### src/rtl/updown_mod_counter_pkg.sv
`default_nettype none
// ============================================================================
// Module   : cnt_pkg
// Purpose  : Shared direction type and load-clamp helper for the modulo counter.
// Revision : 1.0  initial release
// ============================================================================
package cnt_pkg;

  typedef enum logic {
    CNT_DOWN = 1'b0,
    CNT_UP   = 1'b1
  } cnt_dir_e;

  // Wide arithmetic so MODULUS == 2**WIDTH is representable for any WIDTH.
  function automatic logic [63:0] clamp_load(input logic [63:0] value,
                                             input logic [63:0] modulus);
    return (value >= modulus) ? (modulus - 64'd1) : value;
  endfunction

endpackage
`default_nettype wire

### src/rtl/updown_mod_counter_if.sv
`default_nettype none
// ============================================================================
// Module   : updown_mod_counter_if
// Purpose  : Control and status bundle of the up/down modulo counter.
// Revision : 1.0  initial release
// ============================================================================
interface updown_mod_counter_if
  import cnt_pkg::*;
#(
  parameter int WIDTH = 8
) ();

  logic             enable;
  logic             clear;
  logic             load;
  logic [WIDTH-1:0] load_value;
  cnt_dir_e         up_dn;
  logic [WIDTH-1:0] q;
  logic             tc;
  logic             wrap;

  modport master (
    output enable, clear, load, load_value, up_dn,
    input  q, tc, wrap
  );

  modport slave (
    input  enable, clear, load, load_value, up_dn,
    output q, tc, wrap
  );

endinterface
`default_nettype wire

### src/rtl/updown_mod_counter_toggle.sv
`default_nettype none
// ============================================================================
// Module   : toggle_cell
// Purpose  : Single T flip-flop, async active-low reset to 0.
// Revision : 1.0  initial release
// ============================================================================
module toggle_cell (
  input  wire logic clk,
  input  wire logic reset,
  input  wire logic i_t,
  output logic      o_q
);

  logic r_q;

  always_ff @(posedge clk or negedge reset) begin
    if (!reset) begin
      r_q <= 1'b0;
    end else begin
      r_q <= r_q ^ i_t;
    end
  end

  assign o_q = r_q;

endmodule
`default_nettype wire

### src/rtl/updown_mod_counter.sv
`default_nettype none
// ============================================================================
// Module   : updown_mod_counter
// Purpose  : Up/down modulo counter on a toggle-cell chain with clear, load,
//            wrap/saturate mode, terminal count and wrap pulse.
// Revision : 1.0  initial release
// ============================================================================
module updown_mod_counter
  import cnt_pkg::*;
#(
  parameter int WIDTH    = 8,
  parameter int MODULUS  = 256,
  parameter bit SATURATE = 1'b0
) (
  input wire logic               clk,
  input wire logic               reset,
  updown_mod_counter_if.slave    bus
);

  localparam logic [WIDTH-1:0] c_q_max = WIDTH'(MODULUS - 1);
  localparam logic [WIDTH-1:0] c_one   = WIDTH'(1);

  if ((MODULUS < 2) || (64'(MODULUS) > (64'd1 << WIDTH))) begin : g_bad_modulus
    $error("updown_mod_counter: MODULUS must be in 2..2**WIDTH");
  end

  logic [WIDTH-1:0] w_q;
  logic [WIDTH-1:0] w_next_q;
  logic [WIDTH-1:0] w_carry;
  logic [WIDTH-1:0] w_t;
  logic [WIDTH-1:0] w_load_clamped;
  logic             w_up;
  logic             w_at_limit;
  logic             w_use_chain;
  logic             w_wrap_next;
  logic             r_wrap;

  assign w_up           = (bus.up_dn == CNT_UP);
  assign w_at_limit     = w_up ? (w_q == c_q_max) : (w_q == '0);
  assign w_load_clamped = WIDTH'(clamp_load(64'(bus.load_value), 64'(MODULUS)));

  always_comb begin
    w_next_q    = w_q;
    w_wrap_next = 1'b0;
    if (bus.clear) begin
      w_next_q = '0;
    end else if (bus.load) begin
      w_next_q = w_load_clamped;
    end else if (bus.enable) begin
      if (!w_at_limit) begin
        w_next_q = w_up ? (w_q + c_one) : (w_q - c_one);
      end else if (!SATURATE) begin
        w_next_q    = w_up ? '0 : c_q_max;
        w_wrap_next = 1'b1;
      end
    end
  end

  // Plain stepping rides the ripple-toggle chain; every other case forces
  // the cells straight to the target value.
  assign w_use_chain = bus.enable & ~bus.clear & ~bus.load & ~w_at_limit;

  assign w_carry[0] = 1'b1;
  for (genvar gi = 1; gi < WIDTH; gi++) begin : g_carry
    assign w_carry[gi] = w_carry[gi-1] & (w_up ? w_q[gi-1] : ~w_q[gi-1]);
  end

  assign w_t = w_use_chain ? w_carry : (w_q ^ w_next_q);

  for (genvar gb = 0; gb < WIDTH; gb++) begin : g_bit
    toggle_cell u_cell (
      .clk   (clk),
      .reset (reset),
      .i_t   (w_t[gb]),
      .o_q   (w_q[gb])
    );
  end

  always_ff @(posedge clk or negedge reset) begin
    if (!reset) begin
      r_wrap <= 1'b0;
    end else begin
      r_wrap <= w_wrap_next;
    end
  end

  assign bus.q    = w_q;
  assign bus.tc   = w_at_limit;
  assign bus.wrap = r_wrap;

endmodule
`default_nettype wire

### src/flat_wrapper.sv
// flat-port wrapper written by rule: the top's interface ports become plain ports
module updown_mod_counter_flat import cnt_pkg::*;
#(
  parameter int WIDTH    = 8,
  parameter int MODULUS  = 256,
  parameter bit SATURATE = 1'b0
)
  (clk, reset, bus_enable, bus_clear, bus_load, bus_load_value, bus_up_dn, bus_q, bus_tc, bus_wrap);
  updown_mod_counter_if #(.WIDTH(WIDTH)) bus_i ();
  input wire logic clk;
  input wire logic reset;
  input wire logic [$bits(bus_i.enable)-1:0] bus_enable;
  input wire logic [$bits(bus_i.clear)-1:0] bus_clear;
  input wire logic [$bits(bus_i.load)-1:0] bus_load;
  input wire logic [$bits(bus_i.load_value)-1:0] bus_load_value;
  input wire logic [$bits(bus_i.up_dn)-1:0] bus_up_dn;
  output wire logic [$bits(bus_i.q)-1:0] bus_q;
  output wire logic [$bits(bus_i.tc)-1:0] bus_tc;
  output wire logic [$bits(bus_i.wrap)-1:0] bus_wrap;
  assign bus_i.enable = bus_enable;
  assign bus_i.clear = bus_clear;
  assign bus_i.load = bus_load;
  assign bus_i.load_value = bus_load_value;
  assign bus_i.up_dn = bus_up_dn;
  assign bus_q = bus_i.q;
  assign bus_tc = bus_i.tc;
  assign bus_wrap = bus_i.wrap;
  updown_mod_counter #(.WIDTH(WIDTH), .MODULUS(MODULUS), .SATURATE(SATURATE)) u_core (.clk(clk), .reset(reset), .bus(bus_i));
endmodule
### config.mk
export PLATFORM = sky130hd
export DESIGN_NAME = updown_mod_counter_flat
export DESIGN_NICKNAME = d
export VERILOG_FILES = /design/src/rtl/updown_mod_counter_pkg.sv /design/src/rtl/updown_mod_counter_if.sv /design/src/rtl/updown_mod_counter_toggle.sv /design/src/rtl/updown_mod_counter.sv /design/src/flat_wrapper.sv
export SDC_FILE = /design/constraint.sdc
export NUM_CORES = 1
export LEC_CHECK = 0
export ABC_CLOCK_PERIOD_IN_PS = 2850
export BUFFER_PORTS_ARGS = -buffer_cell sky130_fd_sc_hd__buf_2
export CELL_PAD_IN_SITES_DETAIL_PLACEMENT = 0
export CELL_PAD_IN_SITES_GLOBAL_PLACEMENT = 1
export CORE_MARGIN = 2
export CORE_UTILIZATION = 38
export CTS_CLUSTER_SIZE = 12
export DETAILED_ROUTE_END_ITERATION = 12
export PLACE_DENSITY = 0.78
export SYNTH_ARGS = -nofsm -noshare
export SYNTH_HDL_FRONTEND = slang
export SYNTH_SLANG_ARGS = --single-unit
### constraint.sdc
create_clock -name clk -period 2.85 [get_ports clk]
set_input_delay 0.285 -clock clk [delete_from_list [all_inputs] [get_ports clk]]
set_output_delay 0.285 -clock clk [all_outputs]
set_load 0.03 [all_outputs]
==> metrics.md, run 1 <==
| Metric | Value |
|---|---|
| Status | `completed` |
| Asr flop ratio synth | `1.00` |
| Worst setup EP type | `output pin` |
| Pins Over Slew Limit | `0` |
| WL met1 | `1140 um` |
| Core Area | `2250 sq um` |
| Period minus WS final | `2.48 ns` |
| GRT overflow | `0` |
| WP data required | `2.57 ns` |
| Synthesized Nets | `126` |
| Max Cap Viol | `0` |
| Total CTS buffers | `3` |
| Largest net degree at the start of global routing | `16` |
| Row count | `17` |
| Gr usage total | `0.201` |
| WL met3 | `120 um` |
| Worst Hold Depth | `3` |
| Top cells by count, synth | `nand2_1 (10), dfrtp_1 (9), a21oi_1 (8), buf_4 (8)` |
| Static leakage | `0.511 nW` |
| Final hold slack | `0.249 ns` |
| Syn Area/Cell | `8.82 sq um` |
| IO buf count | `23` |
| Clk buf depth | `2` |
| Mux share of post-synthesis cell area | `0` |
| CTS tree | `yes` |
| Net Sw Power | `0.000192 W` |
| Initial Utilization | `0.411` |
| Clock network power share | `0.236` |
| Synth cell types | `39` |
| Final estimated routing congestion in global placement | `0.785` |
| Combinational cell fraction of total power | `0.409` |
| FILL cells | `250` |
| Setup TNS Final | `0 ns` |
| Detail Route Antenna Nets | `0` |
| Sw frac | `0.412` |
| Pint | `0.000274 W` |
| Ant diodes | `0` |
| Fin crit share | `0.869` |
| Cell count after synthesis | `105` |
| Netlist Area Pre-Place | `926 sq um` |
| Simple-gate share of the synthesized area | `0.203` |
| VDD IR max | `0.000253 V` |
| Hold worst-path end | `u_core.g_bit[0].u_cell.o_q$_DFF_PN0_` |
| Largest family of logic cells by synthesized area | `compound AO/OA/AOI/OAI gates` |
| Skew final | `0.00564 ns` |
| Crit Path Max Fanout | `9` |
| H-tree lvl count | `1` |
| Worst min path class | `primary input to flop` |
| Die width | `53.4 um` |
| Slew @ Worst Pin | `0.831 ns` |
| Fmax | `404 MHz` |
| Pwr per Cell Area | `446 nW/um^2` |
| Top Ports | `24` |
| Final Hold Fails | `0` |
| Register share of total power | `0.355` |
| Synthesized-area fraction occupied by xor and xnor cells | `0.104` |
| Synth area leader | `dfrtp_1` |
| Non-Filler Instances | `151` |
| Number of enable flip-flop cells after synthesis | `0` |
| Startpoint of the worst hold path | `bus_load_value[0]` |
| CTS sink count | `9` |
| Top-count cell post-synth | `nand2_1` |
| DR iter-0 viols | `9` |
| Proportion of layout cells with a drive suffix above 1 | `0.268` |
| Die area | `2850 sq um` |
| Layout area overhead | `12.8%` |
| Worst setup SP type | `flop` |
| Via/cell ratio | `5.54` |
| Critical path type | `flop to output pin` |
| Worst slew margin | `0.441` |
| Reg-to-Reg Start | `u_core.g_bit[2].u_cell.o_q$_DFF_PN0_` |
| Average routed wire per standard cell | `16.1 um` |
| Register-to-register setup slack | `0.63 ns` |
| Synth top area share | `0.243` |
| Fin nets | `145` |
| Setup bufs post-CTS | `0` |
| Antenna violations before repair | `0` |
| FF-to-FF End | `u_core.g_bit[6].u_cell.o_q$_DFF_PN0_` |
| Adder-cell share of the synthesized area | `0.103` |
| Finished Cell Area | `1040 sq um` |
| Most used DFF post-synth | `dfrtp_1` |
| Post-Place Cell Area | `1010 sq um` |
| Worst-skew pair later-pin latency | `0.28 ns` |
| Register bit total from synthesis | `9` |
| DP HPWL | `1790 um` |
| Clk root buf | `clkbuf_4` |
| Clock Pin Slew Worst Setup and Hold Paths | `0.06 ns` |
| Crit path arrival time | `2.19 ns` |
| Compound-Gate Fraction of Synth Area | `0.254` |
| RSZ-0062 raised after global routing | `no` |
| PostCTS Resize Cnt | `0` |
| Residual DRC | `0` |
| Via count | `836` |
| Die H | `53.4 um` |
| Final setup viols | `0` |
| Met2 routed WL | `1140 um` |
| First-pass GRT wire length | `3950 um` |
| Wirelength, routed | `2430 um` |
| 1st-pass router iterations | `4` |
| Sequential fraction of the synthesis area | `0.243` |
| Placed Cells | `146` |
| Vias in the first global route | `796` |
| Top cells by area, synth | `dfrtp_1 (24%), ha_1 (8.1%), buf_4 (6.5%)` |
| Reg2reg path depth | `4` |
| Synth warn | `0` |
| Highest Signal Layer | `met4` |
-- cell type report --
cell class                 count  area [sq um]  share of cell area
inverter                       5          18.8              0.0180
tap                           28          35.0              0.0335
sequential                     9           225               0.216
clock buffer                   4          26.3              0.0251
timing repair buffer          24           125               0.120
multi-input combinational     81           614               0.588
-- flip-flops by register name, indices dropped and copies added, names as in the netlist --
name and count:
u_core.g_bit.u_cell.o_q 8, u_core.bus.wrap 1
-- per-stage QoR --
step	util	power (W)	setup slack, ns
final	0.463	0.000466	0.373
after global routing	0.463	0.000496	0.248
after CTS	0.463	0.000469	0.353
after detailed placement	0.447	0.000358	0.585
after global placement	0.447	0.000356	0.630
after floorplan	-	0.000321	0.834
-- worst max-delay path by stage --
stage	slack, ns	endpoint	depth (start not counted)	startpoint
after floorplan	0.83	u_core.g_bit[6].u_cell.o_q$_DFF_PN0_	6	u_core.g_bit[1].u_cell.o_q$_DFF_PN0_
after global placement	0.63	u_core.g_bit[6].u_cell.o_q$_DFF_PN0_	8	bus_up_dn
after detailed placement	0.58	u_core.g_bit[6].u_cell.o_q$_DFF_PN0_	8	bus_up_dn
after CTS	0.35	bus_tc	4	u_core.g_bit[3].u_cell.o_q$_DFF_PN0_
after global routing	0.25	bus_tc	4	u_core.g_bit[3].u_cell.o_q$_DFF_PN0_
final	0.37	bus_tc	4	u_core.g_bit[2].u_cell.o_q$_DFF_PN0_
-- critical path, cell delays in order (launching register included) --
cell,delay (ns)
dfrtp_1,0.46
or4_4,0.57
nor4_4,0.49
or2_2,0.21
buf_2,0.19
-- cell usage in the layout (no fill, tap or decap), types with 2 or more instances in the layout --
master,count
nand4_1,2
inv_1,5
dfrtp_1,9
a21oi_1,8
nor4_4,2
a211oi_1,2
o22ai_1,3
nand2_1,10
xnor2_1,6
ha_1,6
buf_2,23
clkbuf_4,3
o21ai_0,4
nor2_1,6
a21o_1,3
xor2_1,5
o211ai_1,2
-- power groups by stage --
| stage | Sequential [W] | Combinational (W) | Clock, W |
|---|---|---|---|
| floorplan | 0.000160 | 0.000161 | 0 |
| global placement | 0.000168 | 0.000188 | 0 |
| detailed placement | 0.000168 | 0.000190 | 0 |
| CTS | 0.000166 | 0.000192 | 0.000112 |
| global route | 0.000168 | 0.000211 | 0.000116 |
| finish | 0.000165 | 0.000191 | 0.000110 |
-- logic make-up (layout without fill, tap and decap cells) --
family / after synthesis / after routing
AO/OA/AOI/OAI: 33 / 33
AND/OR/NAND/NOR: 30 / 30
buffers and inverters: 15 / 33
XOR/XNOR: 11 / 11
flip-flops: 9 / 9
adder cells (fa/ha/maj): 7 / 7
-- repair_timing --
item,4_1_cts,5_1_grt
endpoints found under the setup margin,0,0
endpoints found under the hold margin,9,0
hold buffers,1,0
-- layer usage --
| layer | up-vias | GRT usage |
|---|---|---|
| met5 | - | 0 |
| li1 | 418 | - |
| met3 | 5 | 0.0593 |
| met2 | 18 | 0.315 |
| met1 | 395 | 0.257 |
| met4 | 0 | 0.0769 |
(Power assumes the default switching activity.)
==> inputs of run 2 (changes only) <==
--- a/config.mk
+++ b/config.mk
@@ -13,7 +13,7 @@
 export CORE_UTILIZATION = 38
 export CTS_CLUSTER_SIZE = 12
 export DETAILED_ROUTE_END_ITERATION = 12
-export PLACE_DENSITY = 0.78
+export PLACE_DENSITY = 0.82
 export SYNTH_ARGS = -nofsm -noshare
 export SYNTH_HDL_FRONTEND = slang
 export SYNTH_SLANG_ARGS = --single-unit
==> run 2 against run 1 <==
Sequential share of layout area did not move; non-clock buffer count unchanged; global-route usage decreased by 0.83 points; clock power barely moved; wire length rose by 2.3%; largest power group unchanged; largest cell class unchanged; critical path type unchanged; power is 0.49% higher; sequential power hardly changed.
==> metrics.md, run 2 (synthesized netlist as in run 1, its figures left out) <==
| Metric | Value |
|---|---|
| Setup TNS Final | `0 ns (unchanged)` |
| CTS tree | `yes (unchanged)` |
| Critical path type | `flop to output pin (unchanged)` |
| Pwr per Cell Area | `448 nW/um^2 (was 446 nW/um^2)` |
| Period minus WS final | `2.47 ns (was 2.48 ns)` |
| GRT overflow | `0 (unchanged)` |
| Final hold slack | `0.262 ns (was 0.249 ns)` |
| Wirelength, routed | `2490 um (was 2430 um)` |
| Die width | `53.4 um (unchanged)` |
| Worst min path class | `primary input to flop (unchanged)` |
| Fin worst setup slack | `0.381 ns (was 0.373 ns)` |
| Via count | `883 (was 836)` |
| Fmax | `405 MHz (was 404 MHz)` |
| Fin crit share | `0.866 (was 0.869)` |
| H-tree lvl count | `1 (unchanged)` |
| CTS sink count | `9 (unchanged)` |
| VDD IR max | `0.000266 V (was 0.000253 V)` |
| CP max stage delay | `0.57 ns (about the same)` |
| Average routed wire per standard cell | `16.5 um (was 16.1 um)` |
| Worst setup SP type | `flop (unchanged)` |
| Clk root buf | `clkbuf_4 (unchanged)` |
| CP Depth | `4 (unchanged)` |
| Final Hold Fails | `0 (unchanged)` |
| PostCTS Resize Cnt | `0 (unchanged)` |
| Final setup viols | `0 (unchanged)` |
| Reg-to-Reg Start | `u_core.g_bit[2].u_cell.o_q$_DFF_PN0_ (unchanged)` |
| FF-to-FF End | `u_core.g_bit[6].u_cell.o_q$_DFF_PN0_ (unchanged)` |
| Core Area | `2250 sq um (unchanged)` |
| Final Power | `0.000468 W (was 0.000466 W)` |
| Vias in the first global route | `830 (was 796)` |
| FILL cells | `240 (was 250)` |
| Via/cell ratio | `5.85 (was 5.54)` |
| 1st-pass router iterations | `4 (unchanged)` |
| Clk buf depth | `2 (unchanged)` |
| Status | `completed (unchanged)` |
| Gr usage total | `0.193 (was 0.201)` |
| Proportion of layout cells with a drive suffix above 1 | `0.268 (unchanged)` |
| WP data required | `2.57 ns (about the same)` |
| Clock Pin Slew Worst Setup and Hold Paths | `0.06 ns (about the same)` |
| Ant diodes | `0 (unchanged)` |
| DR iter-0 viols | `11 (was 9)` |
| Most common cell after layout, fill and taps aside | `buf_2 (unchanged)` |
| Non-Filler Instances | `151 (unchanged)` |
| RSZ-0062 raised after global routing | `no (unchanged)` |
| Initial Utilization | `0.411 (unchanged)` |
| Residual DRC | `0 (unchanged)` |
| Detail Route Antenna Nets | `0 (unchanged)` |
| Pins Over Slew Limit | `0 (unchanged)` |
| First-pass GRT wire length | `3910 um (was 3950 um)` |
| IO buf count | `23 (unchanged)` |
| Worst slew margin | `0.494 (was 0.441)` |
| Slew @ Worst Pin | `0.753 ns (was 0.831 ns)` |
| Final estimated routing congestion in global placement | `0.755 (was 0.785)` |
| Layout area overhead | `12.8% (unchanged)` |
| Worst setup EP type | `output pin (unchanged)` |
| Reg2reg path depth | `4 (unchanged)` |
| Crit-path cells | `or4_4, nor4_4, or2_2, buf_2 (unchanged)` |
| DP HPWL | `1860 um (was 1790 um)` |
| Placed Cells | `146 (unchanged)` |
| Largest net degree at the start of global routing | `16 (unchanged)` |
| Total CTS buffers | `3 (unchanged)` |
| Startpoint of the worst hold path | `bus_clear (was bus_load_value[0])` |
| Crit path arrival time | `2.18 ns (was 2.19 ns)` |
| CP Buf/Inv Count | `1 (unchanged)` |
| Crit Path Max Fanout | `9 (unchanged)` |
| Hold worst-path end | `u_core.g_bit[0].u_cell.o_q$_DFF_PN0_ (unchanged)` |
| Register-to-register setup slack | `0.65 ns (was 0.63 ns)` |
| Worst-skew pair later-pin latency | `0.28 ns (about the same)` |
| Top Ports | `24 (unchanged)` |
| Row count | `17 (unchanged)` |
| Crit path max-delay family | `simple AND/OR/NAND/NOR gates (unchanged)` |
| Worst Hold Depth | `2 (was 3)` |
| Commonest cells after routing, fill and taps aside | `buf_2 (23), nand2_1 (10), dfrtp_1 (9) (unchanged)` |
| Die H | `53.4 um (unchanged)` |
| Slowest-stage cell, CP | `or4_4 (unchanged)` |
| Max Cap Viol | `0 (unchanged)` |
| Fin nets | `145 (unchanged)` |
| Max reg flops | `8 (unchanged)` |
| Die area | `2850 sq um (unchanged)` |
| Static leakage | `0.511 nW (unchanged)` |
| Setup WS pre-CTS | `0.564 ns (was 0.585 ns)` |
| Skew final | `0.00668 ns (was 0.00564 ns)` |
| Antenna violations before repair | `0 (unchanged)` |
-- run 2: cell counts in the layout (fill, tap and decap cells not counted) --
Identical to the previous run, type by type.
-- run 2: stage by stage --
step                instance area (sq um)  utilization
floorplan                             926            -
global placement                     1010        0.447
detailed placement                   1010        0.447
CTS                                  1040        0.463
global route                         1040        0.463
finish                               1040        0.463
-- run 2: worst max path at each step --
stage / start / end / slack (ns)
floorplan: u_core.g_bit[1].u_cell.o_q$_DFF_PN0_ / u_core.g_bit[6].u_cell.o_q$_DFF_PN0_ / 0.83
global placement: bus_up_dn / u_core.g_bit[6].u_cell.o_q$_DFF_PN0_ / 0.62
detailed placement: bus_up_dn / u_core.g_bit[6].u_cell.o_q$_DFF_PN0_ / 0.56
CTS: u_core.g_bit[2].u_cell.o_q$_DFF_PN0_ / bus_tc / 0.36
global route: u_core.g_bit[2].u_cell.o_q$_DFF_PN0_ / bus_tc / 0.25
finish: u_core.g_bit[2].u_cell.o_q$_DFF_PN0_ / bus_tc / 0.38
-- run 2: per-layer routing --
metal,part of all wire,track usage,vias to the layer above
met3,0.050,0.0621,2
li1,-,-,423
met5,0,0,-
met4,0.0032,0.0385,0
met1,0.46,0.241,433
met2,0.49,0.321,25
-- run 2: power by group --
part	total, W	switching (W)	internal [W]
registers	0.000165	0.0000259	0.000139
clock network	0.000109	0.0000548	0.0000544
logic	0.000194	0.000113	0.0000806
total	0.000468	0.000194	0.000274
-- run 2: timing repair --
action / 4_1_cts / 5_1_grt
hold buffers: 1 / 0
hold endpoints to repair: 9 / 0
buffers inserted: 0 / 0
-- run 2: layout make-up --
cell class                      count  area (sq um)  area share
Inverter                            5          18.8      0.0180
Sequential cell                     9           225       0.216
Clock buffer                        4          26.3      0.0251
Timing Repair Buffer               24           125       0.120
Tap cell                           28          35.0      0.0335
Multi-Input combinational cell     81           614       0.588
==> inputs of run 3 (changes only) <==
--- a/config.mk
+++ b/config.mk
@@ -10,10 +10,11 @@
 export CELL_PAD_IN_SITES_DETAIL_PLACEMENT = 0
 export CELL_PAD_IN_SITES_GLOBAL_PLACEMENT = 1
 export CORE_MARGIN = 2
-export CORE_UTILIZATION = 38
+export CORE_UTILIZATION = 39
 export CTS_CLUSTER_SIZE = 12
 export DETAILED_ROUTE_END_ITERATION = 12
-export PLACE_DENSITY = 0.82
+export PLACE_DENSITY = 0.83
 export SYNTH_ARGS = -nofsm -noshare
 export SYNTH_HDL_FRONTEND = slang
+export SYNTH_HIERARCHICAL = 1
 export SYNTH_SLANG_ARGS = --single-unit
==> run 3 against run 2 <==
Register-to-register slack lost 0.39 ns; area after synthesis grew 24%; worst setup slack lost 0.12 ns; wire length grew 35%; flip-flop and latch count is the same; cell count grew 36%; global-route usage grew 2.2 points; combinational power grew to 4.9 times the previous value; design area grew 27%; critical endpoint is now u_core/g_bit[6].u_cell/o_q$_DFF_PN0_; largest cell class unchanged.
==> metrics.md, run 3 <==
| Metric | Value |
|---|---|
| Status | `completed (unchanged)` |
| Final hold slack | `0.354 ns (was 0.262 ns)` |
| Worst-skew pair later-pin latency | `0.27 ns (was 0.28 ns)` |
| Wirelength, routed | `3350 um (was 2490 um)` |
| Period minus WS final | `2.59 ns (was 2.47 ns)` |
| Skew final | `0.00575 ns (was 0.00668 ns)` |
| Max reg flops | `8 (unchanged)` |
| Placed Cells | `200 (was 146)` |
| Synth cell types | `48 (was 39)` |
| Fin worst setup slack | `0.258 ns (was 0.381 ns)` |
| RSZ-0062 raised after global routing | `no (unchanged)` |
| Clk root buf | `clkbuf_4 (unchanged)` |
| Via count | `1269 (was 883)` |
| GRT overflow | `0 (unchanged)` |
| Most used DFF post-synth | `dfrtp_1 (unchanged)` |
| Compound-Gate Fraction of Synth Area | `0.279 (was 0.254)` |
| Worst slew margin | `0.502 (was 0.494)` |
| Register bit total from synthesis | `9 (unchanged)` |
| H-tree lvl count | `1 (unchanged)` |
| Crit path arrival time | `2.73 ns (was 2.18 ns)` |
| # hold bufs at CTS | `1 (unchanged)` |
| Most common cell after layout, fill and taps aside | `buf_2 (unchanged)` |
| Setup TNS Final | `0 ns (unchanged)` |
| Synth warn | `6 (was 0)` |
| Fin crit share | `0.910 (was 0.866)` |
| Pins Over Slew Limit | `0 (unchanged)` |
| Synthesized Nets | `171 (was 126)` |
| Die H | `58.3 um (was 53.4 um)` |
| CTS tree | `yes (unchanged)` |
| Proportion of layout cells with a drive suffix above 1 | `0.195 (was 0.268)` |
| Largest net degree at the start of global routing | `14 (was 16)` |
| DR iter-0 viols | `90 (was 11)` |
| Setup bufs post-CTS | `0 (unchanged)` |
| 1st-pass router iterations | `4 (unchanged)` |
| Cell count after synthesis | `150 (was 105)` |
| Top cells by count, synth | `nor2_1 (15), nand2_1 (12), a21oi_1 (10), dfrtp_1 (9), xor2_1 (9) (was nand2_1 (10), dfrtp_1 (9), a21oi_1 (8), buf_4 (8))` |
| Synth area leader | `dfrtp_1 (unchanged)` |
| Final Hold Fails | `0 (unchanged)` |
| FILL cells | `281 (was 240)` |
| Crit Path Max Fanout | `8 (was 9)` |
| IO buf count | `23 (unchanged)` |
| Residual DRC | `0 (unchanged)` |
| VDD IR max | `0.000585 V (was 0.000266 V)` |
| Initial Utilization | `0.413 (was 0.411)` |
| Static leakage | `0.608 nW (was 0.511 nW)` |
| Core Area | `2780 sq um (was 2250 sq um)` |
| Final setup viols | `0 (unchanged)` |
| Syn Area/Cell | `7.66 sq um (was 8.82 sq um)` |
| Layout area overhead | `15.5% (was 12.8%)` |
| Ant diodes | `0 (unchanged)` |
| Adder-cell share of the synthesized area | `0.0828 (was 0.103)` |
| Final estimated routing congestion in global placement | `0.898 (was 0.755)` |
| Worst min path class | `primary input to flop (unchanged)` |
| Synth top area share | `0.196 (was 0.243)` |
| Number of enable flip-flop cells after synthesis | `0 (unchanged)` |
| Max Cap Viol | `0 (unchanged)` |
| Fmax | `386 MHz (was 405 MHz)` |
| Vias in the first global route | `1135 (was 830)` |
| Non-Filler Instances | `205 (was 151)` |
| Mux share of post-synthesis cell area | `0.0305 (was 0)` |
| WP data required | `2.99 ns (was 2.57 ns)` |
| Top cells by area, synth | `dfrtp_1 (20%), xor2_1 (6.9%), ha_1 (6.5%) (was dfrtp_1 (24%), ha_1 (8.1%), buf_4 (6.5%))` |
| Top-count cell post-synth | `nor2_1 (was nand2_1)` |
| Commonest cells after routing, fill and taps aside | `buf_2 (23), nor2_1 (15), nand2_1 (12) (was buf_2 (23), nand2_1 (10), dfrtp_1 (9))` |
| Clk buf depth | `2 (unchanged)` |
| CTS sink count | `9 (unchanged)` |
| Detail Route Antenna Nets | `0 (unchanged)` |
| Worst setup EP type | `flop (was output pin)` |
| PostCTS Resize Cnt | `0 (unchanged)` |
| Sequential fraction of the synthesis area | `0.196 (was 0.243)` |
| Largest family of logic cells by synthesized area | `compound AO/OA/AOI/OAI gates (unchanged)` |
| Via/cell ratio | `6.19 (was 5.85)` |
| Die width | `58.3 um (was 53.4 um)` |
| Pwr per Cell Area | `1050 nW/um^2 (was 448 nW/um^2)` |
| Row count | `19 (was 17)` |
| Average routed wire per standard cell | `16.3 um (was 16.5 um)` |
| Netlist Area Pre-Place | `1150 sq um (was 926 sq um)` |
| Gr usage total | `0.215 (was 0.193)` |
| DP HPWL | `2540 um (was 1860 um)` |
| Fin nets | `196 (was 145)` |
| Top Ports | `24 (unchanged)` |
| Die area | `3400 sq um (was 2850 sq um)` |
| Clock Pin Slew Worst Setup and Hold Paths | `0.07 ns (was 0.06 ns)` |
| Antenna violations before repair | `0 (unchanged)` |
| Slew @ Worst Pin | `0.740 ns (was 0.753 ns)` |
| First-pass GRT wire length | `5550 um (was 3910 um)` |
| Setup WS pre-CTS | `0.345 ns (was 0.564 ns)` |
| Critical path type | `flop to flop (was flop to output pin)` |
| Simple-gate share of the synthesized area | `0.267 (was 0.203)` |
| Asr flop ratio synth | `1.00 (unchanged)` |
| Synthesized-area fraction occupied by xor and xnor cells | `0.0915 (was 0.104)` |
| Total CTS buffers | `3 (unchanged)` |
| Final Power | `0.00140 W (was 0.000468 W)` |
| Worst setup SP type | `flop (unchanged)` |
[run 3: cell types whose count changed in the layout (fill, tap and decap cells not counted), sizes merged, moves of 3 or more]
cell,previous run,this run
inv,5,8
nand2b,0,4
nand3,1,5
nor2,6,15
nor2b,0,3
nor3,0,5
o21ai,4,10
o22ai,3,0
xnor2,6,3
xor2,5,9
[run 3: logic make-up after synthesis]
| group | after synthesis |
|---|---|
| and+or+nand+nor | 58 |
| muxes | 3 |
| AOI/OAI and AO/OA | 46 |
| buffers and inverters | 15 |
| adders and majority gates | 7 |
| xor gates and xnor gates | 12 |
| DFF | 9 |
[run 3: worst max-delay path: stages (launching register included)]
cell and delay (ns):
dfrtp_1 0.50, inv_1 0.10, fa_1 0.42, nand2b_1 0.19
a2111oi_0 0.44, a211oi_1 0.12, a221oi_2 0.28, xnor2_1 0.16
o21ai_1 0.09, xor2_1 0.16
[run 3: per-stage QoR]
| step | util | cell area [sq um] |
|---|---|---|
| finish | 0.477 | 1330 |
| detailed placement | 0.464 | 1290 |
| CTS | 0.477 | 1330 |
| floorplan | - | 1150 |
| global placement | 0.464 | 1290 |
| global route | 0.477 | 1330 |
[run 3: layout make-up]
type	instances	area, sq um	share of cell area
multi-input combinational	126	862	0.650
sequential	9	225	0.170
timing repair buffer	26	140	0.106
tap	31	38.8	0.0292
inverter	9	33.8	0.0255
clock buffer	4	26.3	0.0198
[run 3: final timing paths]
path | cells after the start | slack, ns | to | start
worst max register to register | 9 | 0.26 | u_core/g_bit[6].u_cell/o_q$_DFF_PN0_ | u_core/g_bit[1].u_cell/o_q$_DFF_PN0_
worst min-delay path | 2 | 0.35 | u_core/bus.wrap$_DFF_PN0_ | bus_clear
max in group asynchronous | 2 | 2.23 | u_core/g_bit[4].u_cell/o_q$_DFF_PN0_ | reset
min in group asynchronous | 2 | 0.41 | u_core/g_bit[2].u_cell/o_q$_DFF_PN0_ | reset
worst min register to register | 2 | 0.63 | u_core/g_bit[0].u_cell/o_q$_DFF_PN0_ | u_core/g_bit[0].u_cell/o_q$_DFF_PN0_
worst max-delay path | 9 | 0.26 | u_core/g_bit[6].u_cell/o_q$_DFF_PN0_ | u_core/g_bit[1].u_cell/o_q$_DFF_PN0_
[run 3: power breakdown]
| part | switching (W) | total, W | internal, W |
|---|---|---|---|
| Sequential | 0.000143 | 0.000334 | 0.000192 |
| Combinational | 0.000564 | 0.000955 | 0.000391 |
| Clock | 0.0000535 | 0.000108 | 0.0000542 |
| Total | 0.000760 | 0.00140 | 0.000637 |
[run 3: metal layers]
metal  vias up  wire [um]  GRT usage
li1        605          -          -
met1       599       1380      0.288
met2        63       1630      0.347
met3         2        320     0.0491
met4         0         17     0.0598
met5         -          0          0
